`src/rtl/cmult_rr_sched_if.sv`:
```
// Requester, multiplier and result signals of the round-robin complex-multiplier scheduler.
// The master side drives requests and the multiplier products. The slave side is the scheduler.
interface cmult_rr_sched_if #(
  parameter int NREQ   = 4,
  parameter int IDW    = 2,
  parameter int AWIDTH = 16,
  parameter int BWIDTH = 18
);
  localparam int PW = AWIDTH + BWIDTH + 1;

  logic [NREQ-1:0]             req_valid;
  logic [NREQ-1:0]             req_ready;
  logic [NREQ*AWIDTH-1:0]      req_ar;
  logic [NREQ*AWIDTH-1:0]      req_ai;
  logic [NREQ*BWIDTH-1:0]      req_br;
  logic [NREQ*BWIDTH-1:0]      req_bi;

  logic signed [AWIDTH-1:0]    mult_ar;
  logic signed [AWIDTH-1:0]    mult_ai;
  logic signed [BWIDTH-1:0]    mult_br;
  logic signed [BWIDTH-1:0]    mult_bi;
  logic signed [PW-1:0]        mult_pr;
  logic signed [PW-1:0]        mult_pi;

  logic                        res_valid;
  logic [IDW-1:0]              res_id;
  logic signed [PW-1:0]        res_pr;
  logic signed [PW-1:0]        res_pi;

  modport master (
    output req_valid, req_ar, req_ai, req_br, req_bi, mult_pr, mult_pi,
    input  req_ready, mult_ar, mult_ai, mult_br, mult_bi,
    input  res_valid, res_id, res_pr, res_pi
  );

  modport slave (
    input  req_valid, req_ar, req_ai, req_br, req_bi, mult_pr, mult_pi,
    output req_ready, mult_ar, mult_ai, mult_br, mult_bi,
    output res_valid, res_id, res_pr, res_pi
  );
endinterface

```
`src/rtl/cmult_rr_sched.sv`:
```
// Round-robin scheduler that time-shares one external fixed-latency complex multiplier.
// A {valid,id} tag pipeline runs beside the multiplier, and the product is re-registered with its owner id.
module cmult_rr_sched #(
  parameter int NREQ     = 4,
  parameter int IDW      = 2,
  parameter int AWIDTH   = 16,
  parameter int BWIDTH   = 18,
  parameter int MULT_LAT = 6
) (
  input  logic              clk,
  input  logic              rst,
  input  logic              en,
  cmult_rr_sched_if.slave   bus,
  output logic              busy
);
  localparam int PW = AWIDTH + BWIDTH + 1;

  logic [IDW-1:0]           last_grant;
  logic [IDW-1:0]           grant_idx;
  logic                     grant_any;
  logic [NREQ-1:0]          grant_vec;

  logic signed [AWIDTH-1:0] sel_ar;
  logic signed [AWIDTH-1:0] sel_ai;
  logic signed [BWIDTH-1:0] sel_br;
  logic signed [BWIDTH-1:0] sel_bi;

  logic signed [AWIDTH-1:0] mult_ar_q;
  logic signed [AWIDTH-1:0] mult_ai_q;
  logic signed [BWIDTH-1:0] mult_br_q;
  logic signed [BWIDTH-1:0] mult_bi_q;

  logic [MULT_LAT:0]        tag_valid;
  logic [IDW-1:0]           tag_id [0:MULT_LAT];

  logic                     res_valid_q;
  logic [IDW-1:0]           res_id_q;
  logic signed [PW-1:0]     res_pr_q;
  logic signed [PW-1:0]     res_pi_q;

  // Two passes give the wrap: lanes above last_grant first, then from lane 0 up to last_grant.
  always_comb begin
    grant_any = 1'b0;
    grant_idx = '0;
    grant_vec = '0;
    if (en && !rst) begin
      for (int i = 0; i < NREQ; i++) begin
        if (!grant_any && bus.req_valid[i] && (IDW'(i) > last_grant)) begin
          grant_any    = 1'b1;
          grant_idx    = IDW'(i);
          grant_vec[i] = 1'b1;
        end
      end
      for (int i = 0; i < NREQ; i++) begin
        if (!grant_any && bus.req_valid[i] && (IDW'(i) <= last_grant)) begin
          grant_any    = 1'b1;
          grant_idx    = IDW'(i);
          grant_vec[i] = 1'b1;
        end
      end
    end
  end

  // The operand mux produces zero when nothing is granted, so idle cycles present zeros to the multiplier.
  always_comb begin
    sel_ar = '0;
    sel_ai = '0;
    sel_br = '0;
    sel_bi = '0;
    for (int i = 0; i < NREQ; i++) begin
      if (grant_vec[i]) begin
        sel_ar = bus.req_ar[i*AWIDTH +: AWIDTH];
        sel_ai = bus.req_ai[i*AWIDTH +: AWIDTH];
        sel_br = bus.req_br[i*BWIDTH +: BWIDTH];
        sel_bi = bus.req_bi[i*BWIDTH +: BWIDTH];
      end
    end
  end

  always_ff @(posedge clk) begin
    if (rst) begin
      last_grant  <= IDW'(NREQ - 1);
      mult_ar_q   <= '0;
      mult_ai_q   <= '0;
      mult_br_q   <= '0;
      mult_bi_q   <= '0;
      tag_valid   <= '0;
      for (int s = 0; s <= MULT_LAT; s++) begin
        tag_id[s] <= '0;
      end
      res_valid_q <= 1'b0;
      res_id_q    <= '0;
      res_pr_q    <= '0;
      res_pi_q    <= '0;
    end else begin
      if (grant_any) begin
        last_grant <= grant_idx;
      end
      mult_ar_q <= sel_ar;
      mult_ai_q <= sel_ai;
      mult_br_q <= sel_br;
      mult_bi_q <= sel_bi;

      // The last tag stage lines up with the product of the operands presented one cycle after the grant.
      tag_valid <= {tag_valid[MULT_LAT-1:0], grant_any};
      tag_id[0] <= grant_idx;
      for (int s = 1; s <= MULT_LAT; s++) begin
        tag_id[s] <= tag_id[s-1];
      end

      res_valid_q <= tag_valid[MULT_LAT];
      res_id_q    <= tag_id[MULT_LAT];
      if (tag_valid[MULT_LAT]) begin
        res_pr_q <= bus.mult_pr;
        res_pi_q <= bus.mult_pi;
      end
    end
  end

  assign bus.req_ready = grant_vec;
  assign bus.mult_ar   = mult_ar_q;
  assign bus.mult_ai   = mult_ai_q;
  assign bus.mult_br   = mult_br_q;
  assign bus.mult_bi   = mult_bi_q;
  assign bus.res_valid = res_valid_q;
  assign bus.res_id    = res_id_q;
  assign bus.res_pr    = res_pr_q;
  assign bus.res_pi    = res_pi_q;

  assign busy = (|tag_valid) | res_valid_q;
endmodule

```
`src/flat_wrapper.sv`:
```
// flat-port wrapper written by rule: the top's interface ports become plain ports
module cmult_rr_sched_flat 
#(
  parameter int NREQ     = 4,
  parameter int IDW      = 2,
  parameter int AWIDTH   = 16,
  parameter int BWIDTH   = 18,
  parameter int MULT_LAT = 6
)
  (clk, rst, en, busy, bus_req_valid, bus_req_ar, bus_req_ai, bus_req_br, bus_req_bi, bus_mult_pr, bus_mult_pi, bus_req_ready, bus_mult_ar, bus_mult_ai, bus_mult_br, bus_mult_bi, bus_res_valid, bus_res_id, bus_res_pr, bus_res_pi);
  cmult_rr_sched_if #(.NREQ(NREQ), .IDW(IDW), .AWIDTH(AWIDTH), .BWIDTH(BWIDTH)) bus_i ();
  input  logic clk;
  input  logic rst;
  input  logic en;
  output logic busy;
  input wire logic [$bits(bus_i.req_valid)-1:0] bus_req_valid;
  input wire logic [$bits(bus_i.req_ar)-1:0] bus_req_ar;
  input wire logic [$bits(bus_i.req_ai)-1:0] bus_req_ai;
  input wire logic [$bits(bus_i.req_br)-1:0] bus_req_br;
  input wire logic [$bits(bus_i.req_bi)-1:0] bus_req_bi;
  input wire logic [$bits(bus_i.mult_pr)-1:0] bus_mult_pr;
  input wire logic [$bits(bus_i.mult_pi)-1:0] bus_mult_pi;
  output wire logic [$bits(bus_i.req_ready)-1:0] bus_req_ready;
  output wire logic [$bits(bus_i.mult_ar)-1:0] bus_mult_ar;
  output wire logic [$bits(bus_i.mult_ai)-1:0] bus_mult_ai;
  output wire logic [$bits(bus_i.mult_br)-1:0] bus_mult_br;
  output wire logic [$bits(bus_i.mult_bi)-1:0] bus_mult_bi;
  output wire logic [$bits(bus_i.res_valid)-1:0] bus_res_valid;
  output wire logic [$bits(bus_i.res_id)-1:0] bus_res_id;
  output wire logic [$bits(bus_i.res_pr)-1:0] bus_res_pr;
  output wire logic [$bits(bus_i.res_pi)-1:0] bus_res_pi;
  assign bus_i.req_valid = bus_req_valid;
  assign bus_i.req_ar = bus_req_ar;
  assign bus_i.req_ai = bus_req_ai;
  assign bus_i.req_br = bus_req_br;
  assign bus_i.req_bi = bus_req_bi;
  assign bus_i.mult_pr = bus_mult_pr;
  assign bus_i.mult_pi = bus_mult_pi;
  assign bus_req_ready = bus_i.req_ready;
  assign bus_mult_ar = bus_i.mult_ar;
  assign bus_mult_ai = bus_i.mult_ai;
  assign bus_mult_br = bus_i.mult_br;
  assign bus_mult_bi = bus_i.mult_bi;
  assign bus_res_valid = bus_i.res_valid;
  assign bus_res_id = bus_i.res_id;
  assign bus_res_pr = bus_i.res_pr;
  assign bus_res_pi = bus_i.res_pi;
  cmult_rr_sched #(.NREQ(NREQ), .IDW(IDW), .AWIDTH(AWIDTH), .BWIDTH(BWIDTH), .MULT_LAT(MULT_LAT)) u_core (.clk(clk), .rst(rst), .en(en), .bus(bus_i), .busy(busy));
endmodule
```
`config.mk`:
```
export PLATFORM = sky130hd
export DESIGN_NAME = cmult_rr_sched_flat
export DESIGN_NICKNAME = d
export VERILOG_FILES = /design/src/rtl/cmult_rr_sched_if.sv /design/src/rtl/cmult_rr_sched.sv /design/src/flat_wrapper.sv
export SDC_FILE = /design/constraint.sdc
export NUM_CORES = 1
export LEC_CHECK = 0
export ABC_CLOCK_PERIOD_IN_PS = 4000
export CAP_MARGIN = 20
export CORE_AREA = 5 5 191 193
export CTS_BUF_LIST = sky130_fd_sc_hd__clkbuf_2 sky130_fd_sc_hd__clkbuf_4 sky130_fd_sc_hd__clkbuf_8
export DETAILED_ROUTE_END_ITERATION = 8
export DIE_AREA = 0 0 196 198
export HOLD_SLACK_MARGIN = 0.03
export SLEW_MARGIN = 30
export SYNTH_ARGS = -nofsm -noshare
export SYNTH_HDL_FRONTEND = slang
export SYNTH_SLANG_ARGS = --single-unit
```
`constraint.sdc`:
```
create_clock -name clk -period 4 [get_ports clk]
set_input_delay 0.4 -clock clk [delete_from_list [all_inputs] [get_ports clk]]
set_output_delay 0.4 -clock clk [all_outputs]
set_load 0.03 [all_outputs]
```
==> results of run 1 <==
[per-stage QoR]
| stage | instances | utilization | hold WS [ns] | instance area (um2) |
|---|---|---|---|---|
| after floorplan | 774 | - | 0.414 | 6940 |
| after global placement | 1661 | 0.355 | 0.418 | 12200 |
| after detailed placement | 1661 | 0.355 | 0.424 | 12200 |
| after CTS | 1693 | 0.367 | 0.131 | 12600 |
| after global routing | 1693 | 0.367 | 0.169 | 12600 |
| final | 1694 | 0.367 | 0.214 | 12600 |
[flip-flops by register name, indices dropped and copies added (netlist names), 7 cells and up]
name                count
u_core.tag_id          14
u_core.bus.res_pr      35
u_core.bus.mult_ai     16
u_core.bus.mult_br     18
u_core.bus.res_pi      35
u_core.tag_valid        7
u_core.bus.mult_ar     16
u_core.bus.mult_bi     18
[Yosys cell counts, drive strengths merged, types with 2 or more instances]
library cell,n,area [um2]
dfxtp,164,3280
nor2,143,539
o21bai,2,15.0
nor2b,25,156
o221ai,2,17.5
nor4,2,12.5
nand2b,3,18.8
a31oi,69,432
buf,39,264
nand2,71,267
mux2i,70,701
a21boi,2,15.0
a32oi,68,596
a21oi,3,15.0
and2,70,438
clkbuf,33,125
[cell usage in the layout (no fill, tap or decap), types with 2 or more instances in the layout]
cell	Yosys	layout
a21boi_0	2	2
a21oi_1	3	3
a31oi_1	69	69
a32oi_1	68	68
and2_1	70	68
and2_2	0	2
buf_12	3	4
buf_4	6	6
clkbuf_8	0	17
clkdlybuf4s50_1	0	493
clkinv_4	0	5
clkinv_8	0	2
clkinvlp_4	0	2
dfxtp_1	164	163
inv_6	0	3
mux2i_1	70	70
nand2_1	71	71
nand2b_1	3	3
nor2_1	142	142
nor2b_1	25	24
nor4_1	2	2
o21bai_1	2	2
o221ai_1	2	2
[where the power goes]
part	internal [W]	switching, W
registers	0.00170	0.0000280
clock network	0.000517	0.000703
logic	0.000489	0.000395
total	0.00271	0.00113
[cell families (layout without fill, tap and decap cells)]
family,Yosys count,after routing,synth area share
flip-flops,164,164,0.473
AND/OR/NAND/NOR,318,318,0.209
other,0,1,0
multiplexers,70,70,0.101
AO/OA/AOI/OAI,149,149,0.160
buffers and inverters,73,537,0.0566
[worst max-delay path: cells and delay by family (launching register included)]
family,cells,cell delay (ns)
buffers and inverters,2,0.74
AOI/OAI and AO/OA,1,0.40
DFF,1,0.49
and+or+nand+nor,2,0.25
[layer usage]
layer / up-vias / wire length (um) / share of wire / GRT usage
met1: 3420 / 11800 / 0.38 / 0.168
met3: 33 / 3480 / 0.11 / 0.0698
met4: 0 / 670 / 0.022 / 0.0543
met5: - / 0 / 0 / 0
met2: 386 / 15200 / 0.49 / 0.262
li1: 3624 / - / - / -
[how the worst min path moves through the flow]
| stage | start | slack (ns) | to | cells past startpoint |
|---|---|---|---|---|
| after floorplan | u_core.tag_id[6][0]$_SDFF_PP0_ | 0.41 | u_core.bus.res_id[0]$_SDFF_PP0_ | 1 |
| after global placement | u_core.tag_id[2][0]$_SDFF_PP0_ | 0.42 | u_core.tag_id[3][0]$_SDFF_PP0_ | 1 |
| after detailed placement | u_core.tag_id[2][1]$_SDFF_PP0_ | 0.42 | u_core.tag_id[3][1]$_SDFF_PP0_ | 1 |
| after CTS | rst | 0.13 | u_core.bus.res_pr[21]$_SDFFE_PP0P_ | 2 |
| after global routing | rst | 0.17 | u_core.bus.res_pr[21]$_SDFFE_PP0P_ | 2 |
| final | rst | 0.21 | u_core.bus.res_pr[21]$_SDFFE_PP0P_ | 2 |
[area by class of cell]
cell class	instances	area [um2]	share of cell area
Clock buffer	18	241	0.0191
Timing Repair Buffer	504	5060	0.402
Tap cell	455	569	0.0451
Antenna cell	1	2.50	0.000198
Sequential cell	164	3290	0.261
Clock inverter	14	153	0.0121
Inverter	1	3.75	0.000298
Multi-Input combinational cell	537	3290	0.261
==> metrics.txt, run 1 <==
CTS max path bufs 2; NumNets Final 1574; Post-CTS Resized 0; final worst slack 1.24 ns; GP Congestion between 0.8 and 0.9; Die H 198 um; Hold Path Class input port to flop; arrival time at the worst endpoint 2.36 ns; Chip Width 196 um; layout cell share with drive strength beyond 1 0.0396; total die area 38800 um2; root buffer cell clkbuf_8; worst reg2reg path startpoint u_core.last_grant[1]$_SDFFE_PP1P_; GRT overflow 0; Max FO, Critical Path 9; Residual DRC 0; crit-path cells nand2b_1, a21boi_0, nand3_4, inv_1, clkdlybuf4s50_1; Fmax between 300 and 400 MHz; initial DRC count around 240; Power Dens Cells about 300 nW/um2; critical path class flop to output port; PortBufs around 490; Core Rows between 60 and 70; htree depth 4; register area share after synthesis 0.473; # fillers 3537; cells after synthesis slightly below 800; Total GRT Usage 0.153; core area 34400 um2; crit path launch type flop; Critical path origin u_core.last_grant[1]$_SDFFE_PP1P_; CP required 3.60 ns; Setup Skew 0.0124 ns; P&R area growth vs syn 81.7%; Setup violations, final 0; total wire length approximately 31 mm; # IOs 495; Netlist cell types 30; vias 7463; worst-margin pin slew 0.936 ns; ys async rst share 0; syn_nets 1123; Routed Antenna Nets 0; setup bufs post-CTS 0; total of warnings raised by yosys 0; vias in the first global route about 7500; DP HPWL approximately 23 mm; CP peak stage delay roughly 0.66 ns; LEAKAGE 4.37 nW; EDFF count, synth 0; max cap viols 0; WL per Instance 18.4 um; reg2reg end u_core.bus.mult_ar[10]$_SDFF_PP0_; worst reg2reg path depth 6; Power Total 0.00383 W; CP max stage cell clkdlybuf4s50_1; clk sink count 164; initial antenna violation count 0; Reg clk slew, reported paths 0.09 ns; max-slew violation count 0; largest net degree at the start of global routing about 140; synthesized area 6940 um2; RSZ-0062 raised after global routing false; r2r setup slk 1.74 ns; first-pass detailed-route iteration total 5; register bit total from synthesis 164; outcome complete, no violations; pre-CTS WS approximately 1.1 ns; period utilization 0.691; Avg Cell Area, Syn between 8 and 9 um2; Max transition margin 0.376; crit path capture bus_req_ready[3]; Starting Density 0.202; TNS Setup 0 ns; Post-CTS Hold Fix Bufs 0; CP endpoint kind output port; first-pass GRT wire length 45.6 mm; latest clock arrival within the worst-skew pair roughly 0.48 ns; CTS Buf Count 17; vias per cell about 4.4; final-report hold violation count 0; maximum vdd drop 176 uV; prevailing post-synth register cell dfxtp_1; post-layout minimum cycle time 2.76 ns; TritonCTS clock tree done
(Power assumes the default switching activity.)
==> run 2, diff against run 1 <==
--- a/config.mk
+++ b/config.mk
@@ -5,12 +5,12 @@
 export SDC_FILE = /design/constraint.sdc
 export NUM_CORES = 1
 export LEC_CHECK = 0
-export ABC_CLOCK_PERIOD_IN_PS = 4000
+export ABC_CLOCK_PERIOD_IN_PS = 2300
 export CAP_MARGIN = 20
-export CORE_AREA = 5 5 191 193
+export CORE_AREA = 5 5 188 190
 export CTS_BUF_LIST = sky130_fd_sc_hd__clkbuf_2 sky130_fd_sc_hd__clkbuf_4 sky130_fd_sc_hd__clkbuf_8
 export DETAILED_ROUTE_END_ITERATION = 8
-export DIE_AREA = 0 0 196 198
+export DIE_AREA = 0 0 193 195
 export HOLD_SLACK_MARGIN = 0.03
 export SLEW_MARGIN = 30
 export SYNTH_ARGS = -nofsm -noshare
==> constraint.sdc (replaced) <==
create_clock -name clk -period 2.3 [get_ports clk]
set_input_delay 0.23 -clock clk [delete_from_list [all_inputs] [get_ports clk]]
set_output_delay 0.23 -clock clk [all_outputs]
set_load 0.03 [all_outputs]
==> metrics.txt, run 2 (synthesis gave the netlist of run 1 again) <==
outcome complete, no violations; clk sink count 164; crit path capture bus_req_ready[2]; first-pass detailed-route iteration total 4; reg2reg end u_core.bus.mult_br[13]$_SDFF_PP0_; htree depth 4; setup bufs post-CTS 0; Routed Antenna Nets 0; max-slew violation count 0; core area between 30000 and 40000 um2; Die H 195 um; largest net degree at the start of global routing 94; top cell family by delay on the critical path flip-flops; critical path class flop to output port; total wire length 31.8 mm; busiest layer in global routing met2; Max FO, Critical Path 34; register area 3290 um2; commonest non-fill, non-tap cells in the layout clkdlybuf4s50_1 (489), dfxtp_1 (163), nor2_1 (142); layout cell share with drive strength beyond 1 0.0565; CP max stage cell dfxtp_1; Hold Path Class input port to flop; crit path launch type flop; routing usage on met2 0.278; multi-input gate area in the final layout ~3300 um2; cell depth of the worst setup path 5; total die area 37600 um2; LEAKAGE roughly 4.5 nW; Total GRT Usage 0.159; RSZ-0062 raised after global routing false; GP Congestion 0.854; worst-margin pin slew 0.719 ns; commonest non-fill, non-tap cell in the layout clkdlybuf4s50_1; worst reg2reg path depth 6; Chip Width 193 um; r2r setup slk 0.53 ns; WP buf/inv 2; initial antenna violation count 4; worst reg2reg path startpoint u_core.last_grant[1]$_SDFFE_PP1P_; Reg clk slew, reported paths 0.10 ns; CP peak stage delay between 0.5 and 0.6 ns; arrival time at the worst endpoint 1.89 ns; met1 Use GR 0.164; maximum vdd drop 299 uV; GRT overflow 0; met3 GRT Util 0.0716; PortBufs 494; CTS max path bufs 2; CP required 2.07 ns; P&R area growth vs syn 85.5%; post-layout minimum cycle time between 2 and 2.5 ns; final-report hold violation count 0; pre-CTS WS roughly 0.14 ns; DP HPWL 25.1 mm; Starting Density 0.209; NumNets Final 1592; vias per cell approximately 4.4; root buffer cell clkbuf_8; Critical path origin u_core.last_grant[1]$_SDFFE_PP1P_; Fmax 471 MHz; Post-CTS Hold Fix Bufs 0; period utilization 0.924; # fillers around 3400; TritonCTS clock tree done; crit-path cells a21oi_1, o211ai_1, nor2_4, buf_12, buf_4; Residual DRC 0; vias 7513; final worst slack 0.175 ns; latest clock arrival within the worst-skew pair 0.48 ns; Setup violations, final 0; first-pass GRT wire length 45.7 mm; CP endpoint kind output port; Core Rows 67; Max transition margin 0.521; CTS Buf Count 17; # IOs between 400 and 500; Setup Skew approximately 0.013 ns; WL per Instance 18.6 um; TNS Setup 0 ns; initial DRC count 190; vias in the first global route 7667; max cap viols 0; Power Dens Cells 530 nW/um2
run 2: cell types whose count changed in the layout (fill, tap and decap cells not counted), moves of 2 or more:
| cell | change |
|---|---|
| clkinv_4 | -3 |
| clkdlybuf4s50_1 | -4 |
| buf_4 | +11 |
| buf_12 | +10 |
| inv_8 | +2 |
run 2: layout make-up:
cell class	instances	area share
Timing Repair Buffer	522	0.413
Multi-Input combinational cell	537	0.256
Sequential cell	164	0.255
Tap cell	448	0.0435
Clock buffer	18	0.0188
Clock inverter	14	0.0133
Inverter	1	0.000291
Antenna cell	1	0.000194
run 2: what timing repair did:
action,in CTS,in global routing
endpoints found under the setup margin,0,1
resized for setup,0,1
endpoints found under the hold margin,0,0
run 2: worst min path at each step:
stage,start,to,slack [ns],cells past startpoint
floorplan,bus_mult_pi[25],u_core.bus.res_pi[25]$_SDFFE_PP0P_,0.38,2
global placement,u_core.tag_id[6][0]$_SDFF_PP0_,u_core.bus.res_id[0]$_SDFF_PP0_,0.42,1
detailed placement,u_core.tag_id[3][0]$_SDFF_PP0_,u_core.tag_id[4][0]$_SDFF_PP0_,0.42,1
CTS,rst,u_core.tag_id[0][1]$_SDFF_PP0_,0.19,3
global route,rst,u_core.tag_id[0][1]$_SDFF_PP0_,0.24,3
finish,rst,u_core.tag_id[0][1]$_SDFF_PP0_,0.26,3
run 2: worst register-to-register path, cell delays in order (launching register included):
cell,delay [ns]
dfxtp_1,0.51
nor2b_1,0.09
o21bai_1,0.14
and2_2,0.35
buf_12,0.21
a32oi_1,0.14
a31oi_1,0.25
run 2: power breakdown:
group | switching (W) | total, W | leakage (nW) | internal, W
Clock | 0.00122 | 0.00223 | 0.205 | 0.00101
Sequential | 0.0000439 | 0.00300 | 1.33 | 0.00296
Combinational | 0.000692 | 0.00159 | 2.98 | 0.000895
run 2: metrics by stage:
stage / util / hold slack [ns] / std cells / power (W) / instance area, um2
2_1_floorplan: - / 0.377 / 774 / 0.00366 / 6940
3_3_place_gp: 0.374 / 0.417 / 1672 / 0.00466 / 12500
3_5_place_dp: 0.374 / 0.425 / 1672 / 0.00467 / 12500
4_1_cts: 0.387 / 0.190 / 1704 / 0.00697 / 12900
5_1_grt: 0.387 / 0.244 / 1705 / 0.00716 / 12900
6_report: 0.387 / 0.257 / 1705 / 0.00682 / 12900
run 2: metal layers:
layer / share of wire / up-vias
met2: 0.49 / 380
met1: 0.36 / 3413
met3: 0.12 / 49
met4: 0.031 / 6
li1: - / 3665
met5: 0.0012 / -
==> run 3, diff against run 2 <==
--- a/config.mk
+++ b/config.mk
@@ -7,10 +7,11 @@
 export LEC_CHECK = 0
 export ABC_CLOCK_PERIOD_IN_PS = 2300
 export CAP_MARGIN = 20
-export CORE_AREA = 5 5 188 190
+export CORE_AREA = 2 2 194 196
 export CTS_BUF_LIST = sky130_fd_sc_hd__clkbuf_2 sky130_fd_sc_hd__clkbuf_4 sky130_fd_sc_hd__clkbuf_8
 export DETAILED_ROUTE_END_ITERATION = 8
-export DIE_AREA = 0 0 193 195
+export DIE_AREA = 0 0 196 198
+export DONT_BUFFER_PORTS = 1
 export HOLD_SLACK_MARGIN = 0.03
 export SLEW_MARGIN = 30
 export SYNTH_ARGS = -nofsm -noshare
==> metrics.txt, run 3 <==
Die H about 200 um; Starting Density 0.188; htree depth 4; Post-CTS Resized 5; root buffer cell clkbuf_8; setup bufs post-CTS 1; outcome aborted with a tool error; largest area contributor in the netlist dfxtp_1; Core Rows 71; syn_nets 1123; ys async rst share 0; GP Congestion 0.866; # IOs 495; register area share after synthesis 0.473; top-area cell type share of the netlist area 0.473; Placement Cell Area 7350 um2; cells after synthesis 774; Chip Width 196 um; Netlist cell types 30; largest cells by area after synthesis dfxtp_1 (47%), mux2i_1 (10%), a32oi_1 (8.6%); Post-CTS Hold Fix Bufs roughly 250; placed instance count roughly 1200; synthesized area 6940 um2; Error [ERROR RSZ-0060] Max buffer count reached.; DP HPWL 18.2 mm; most frequent cells after synthesis dfxtp_1 (164), nor2_1 (142), nand2_1 (71); top-count cell post-synth dfxtp_1; register bit total from synthesis 164; Avg Cell Area, Syn 8.97 um2; EDFF count, synth 0; Failed at 4_1_cts; total of warnings raised by yosys 0; clk sink count approximately 160; prevailing post-synth register cell dfxtp_1; PortBufs 0; CTS max path bufs 2; CTS Buf Count 17
run 3: cell counts after synthesis:
Identical to the previous run, type by type.
run 3: cell families after synthesis:
family / after synthesis / synth area share
flip-flops: 164 / 0.473
multiplexers: 70 / 0.101
AND/OR/NAND/NOR: 318 / 0.209
AO/OA/AOI/OAI: 149 / 0.160
buffers and inverters: 73 / 0.0566
run 3: per-stage QoR:
step           setup WS [ns]  utilization  hold slack, ns
2_1_floorplan          0.653            -           0.377
3_3_place_gp           0.401        0.199           0.309
3_5_place_dp           0.342        0.199           0.311
==> run 4, diff against run 3 <==
==> config.mk (replaced) <==
export PLATFORM = sky130hd
export DESIGN_NAME = cmult_rr_sched_flat
export DESIGN_NICKNAME = d
export VERILOG_FILES = /design/src/rtl/cmult_rr_sched_if.sv /design/src/rtl/cmult_rr_sched.sv /design/src/flat_wrapper.sv
export SDC_FILE = /design/constraint.sdc
export NUM_CORES = 1
export LEC_CHECK = 0
export ABC_CLOCK_PERIOD_IN_PS = 3000
export CAP_MARGIN = 20
export CORE_AREA = 2 2 191 193
export DETAILED_ROUTE_END_ITERATION = 8
export DIE_AREA = 0 0 193 195
export DONT_BUFFER_PORTS = 1
export PLACE_DENSITY_LB_ADDON = 0.15
export SLEW_MARGIN = 30
export SYNTH_ARGS = -nofsm -noshare
export SYNTH_HDL_FRONTEND = slang
export SYNTH_SLANG_ARGS = --single-unit
==> constraint.sdc (replaced) <==
create_clock -name clk -period 3 [get_ports clk]
set_input_delay 0.3 -clock clk [delete_from_list [all_inputs] [get_ports clk]]
set_output_delay 0.3 -clock clk [all_outputs]
set_load 0.03 [all_outputs]
==> metrics.txt, run 4 (synthesis gave the netlist of run 1 again) <==
metal2 WL between 10 and 15 mm; Reg clk slew, reported paths ~0.07 ns; cell depth of the worst setup path 7; DP HPWL 19.2 mm; M1 wire length 10.0 mm; layout cell share with drive strength beyond 1 0.0578; Finished Layout Cells between 1000 and 1500; WP buf/inv 2; root buffer cell clkbuf_16; P&R area growth vs syn 38.8%; GRT overflow 0; Hold Path Class input port to flop; worst reg2reg path depth 7; Placement Cell Area between 7000 and 8000 um2; Clock Power Share 0.420; CTS Buf Count 17; CTS max path bufs 2; commonest non-fill, non-tap cells in the layout dlygate4sd3_1 (167), dfxtp_1 (163), nor2_1 (142); NumNets Final 1253; Setup violations, final 0; # fillers 3795; initial DRC count 268; largest net degree at the start of global routing 97; clk sink count 164; initial antenna violation count 2; Chip Width 193 um; Fmax 392 MHz; Max FO, Critical Path 64; Power Dens Cells between 500 and 600 nW/um2; Hold Path Depth 2; outcome complete, no violations; Core Rows between 60 and 70; first-pass GRT wire length 38.8 mm; Psw 0.00155 W; top cell family by delay on the critical path buffers and inverters; RSZ-0062 raised after global routing false; Comb pwr share 0.107; vias per cell 4.52; maximum vdd drop 370 uV; vias 6244; htree depth 4; commonest non-fill, non-tap cell in the layout dlygate4sd3_1; WL per Instance 20.0 um; crit-path cells nand2b_1, o221ai_1, and2_2, buf_12, a32oi_1, a31oi_1, dlygate4sd3_1; max-slew violation count 0; Total GRT Usage 0.140; Flop pwr share 0.473; Residual DRC 0; sw frac 0.291; arrival time at the worst endpoint roughly 2.9 ns; critical path class flop to flop; crit path launch type flop; # IOs 495; LEAKAGE 3.41 nW; latest clock arrival within the worst-skew pair 0.44 ns; total die area 37600 um2; Setup Skew 0.0116 ns; final instance area approximately 9600 um2; core area 35400 um2; final-report hold violation count 0; worst-margin pin slew 0.579 ns; CP max stage cell dlygate4sd3_1; vias in the first global route 6533; TNS Setup 0 ns; CP endpoint kind flop; placed instance count 1177; period utilization 0.850; Internal between 0.003 and 0.004 W; Max Used Layer met4; Die H 195 um; GP Congestion a little over 0.8; post-layout minimum cycle time 2.55 ns; Routed Antenna Nets 0; total wire length 27.7 mm; Max transition margin 0.613; CP peak stage delay 0.55 ns; DR WL met3 between 2 and 3 mm; PortBufs 0; first-pass detailed-route iteration total 4; Starting Density 0.196; CP required 3.38 ns; TritonCTS clock tree done; max cap viols 0
[run 4: what timing repair did]
| action | CTS | global route |
|---|---|---|
| endpoints found under the hold margin | 153 | 0 |
| gates resized for setup | 0 | 0 |
| hold buffers | 168 | 0 |
| buffers inserted | 0 | 0 |
[run 4: stage by stage]
step | util | setup slack (ns) | hold slack [ns] | power (W)
2_1_floorplan | - | 1.30 | 0.414 | 0.00281
3_3_place_gp | 0.207 | 1.01 | 0.381 | 0.00291
3_5_place_dp | 0.207 | 0.927 | 0.384 | 0.00290
4_1_cts | 0.271 | 0.407 | 0.0000618 | 0.00541
5_1_grt | 0.272 | 0.276 | 0.0129 | 0.00555
6_report | 0.272 | 0.450 | 0.0297 | 0.00530
[run 4: final timing paths]
kind | startpoint | to | slack, ns
setup / recovery | u_core.last_grant[1]$_SDFFE_PP1P_ | u_core.bus.mult_bi[14]$_SDFF_PP0_ | 0.45
hold / removal | bus_mult_pi[0] | u_core.bus.res_pi[0]$_SDFFE_PP0P_ | 0.03
setup reg to reg | u_core.last_grant[1]$_SDFFE_PP1P_ | u_core.bus.mult_bi[14]$_SDFF_PP0_ | 0.45
hold reg to reg | u_core.tag_id[1][1]$_SDFF_PP0_ | u_core.tag_id[2][1]$_SDFF_PP0_ | 0.43
[run 4: layout make-up]
class | count | area, um2 | share of cell area
sequential | 164 | 3290 | 0.341
tap | 461 | 577 | 0.0599
inverter | 1 | 3.75 | 0.000390
clock inverter | 13 | 144 | 0.0149
antenna | 3 | 7.51 | 0.000779
multi-input combinational | 537 | 3290 | 0.342
timing repair buffer | 183 | 1880 | 0.195
clock buffer | 19 | 443 | 0.0460
[run 4: per-layer routing]
metal  up-vias  global-route usage
met2       342               0.258
met1      2889               0.138
met3        29              0.0546
li1       2984                   -
met4         0              0.0564
met5         -                   0
[run 4: power by group through the flow]
stage	clock (W)	sequential, W	combinational [W]
after floorplan	0	0.00252	0.000290
after global placement	0	0.00257	0.000339
after detailed placement	0	0.00256	0.000344
after CTS	0.00233	0.00251	0.000569
after global routing	0.00241	0.00252	0.000621
final	0.00223	0.00251	0.000569
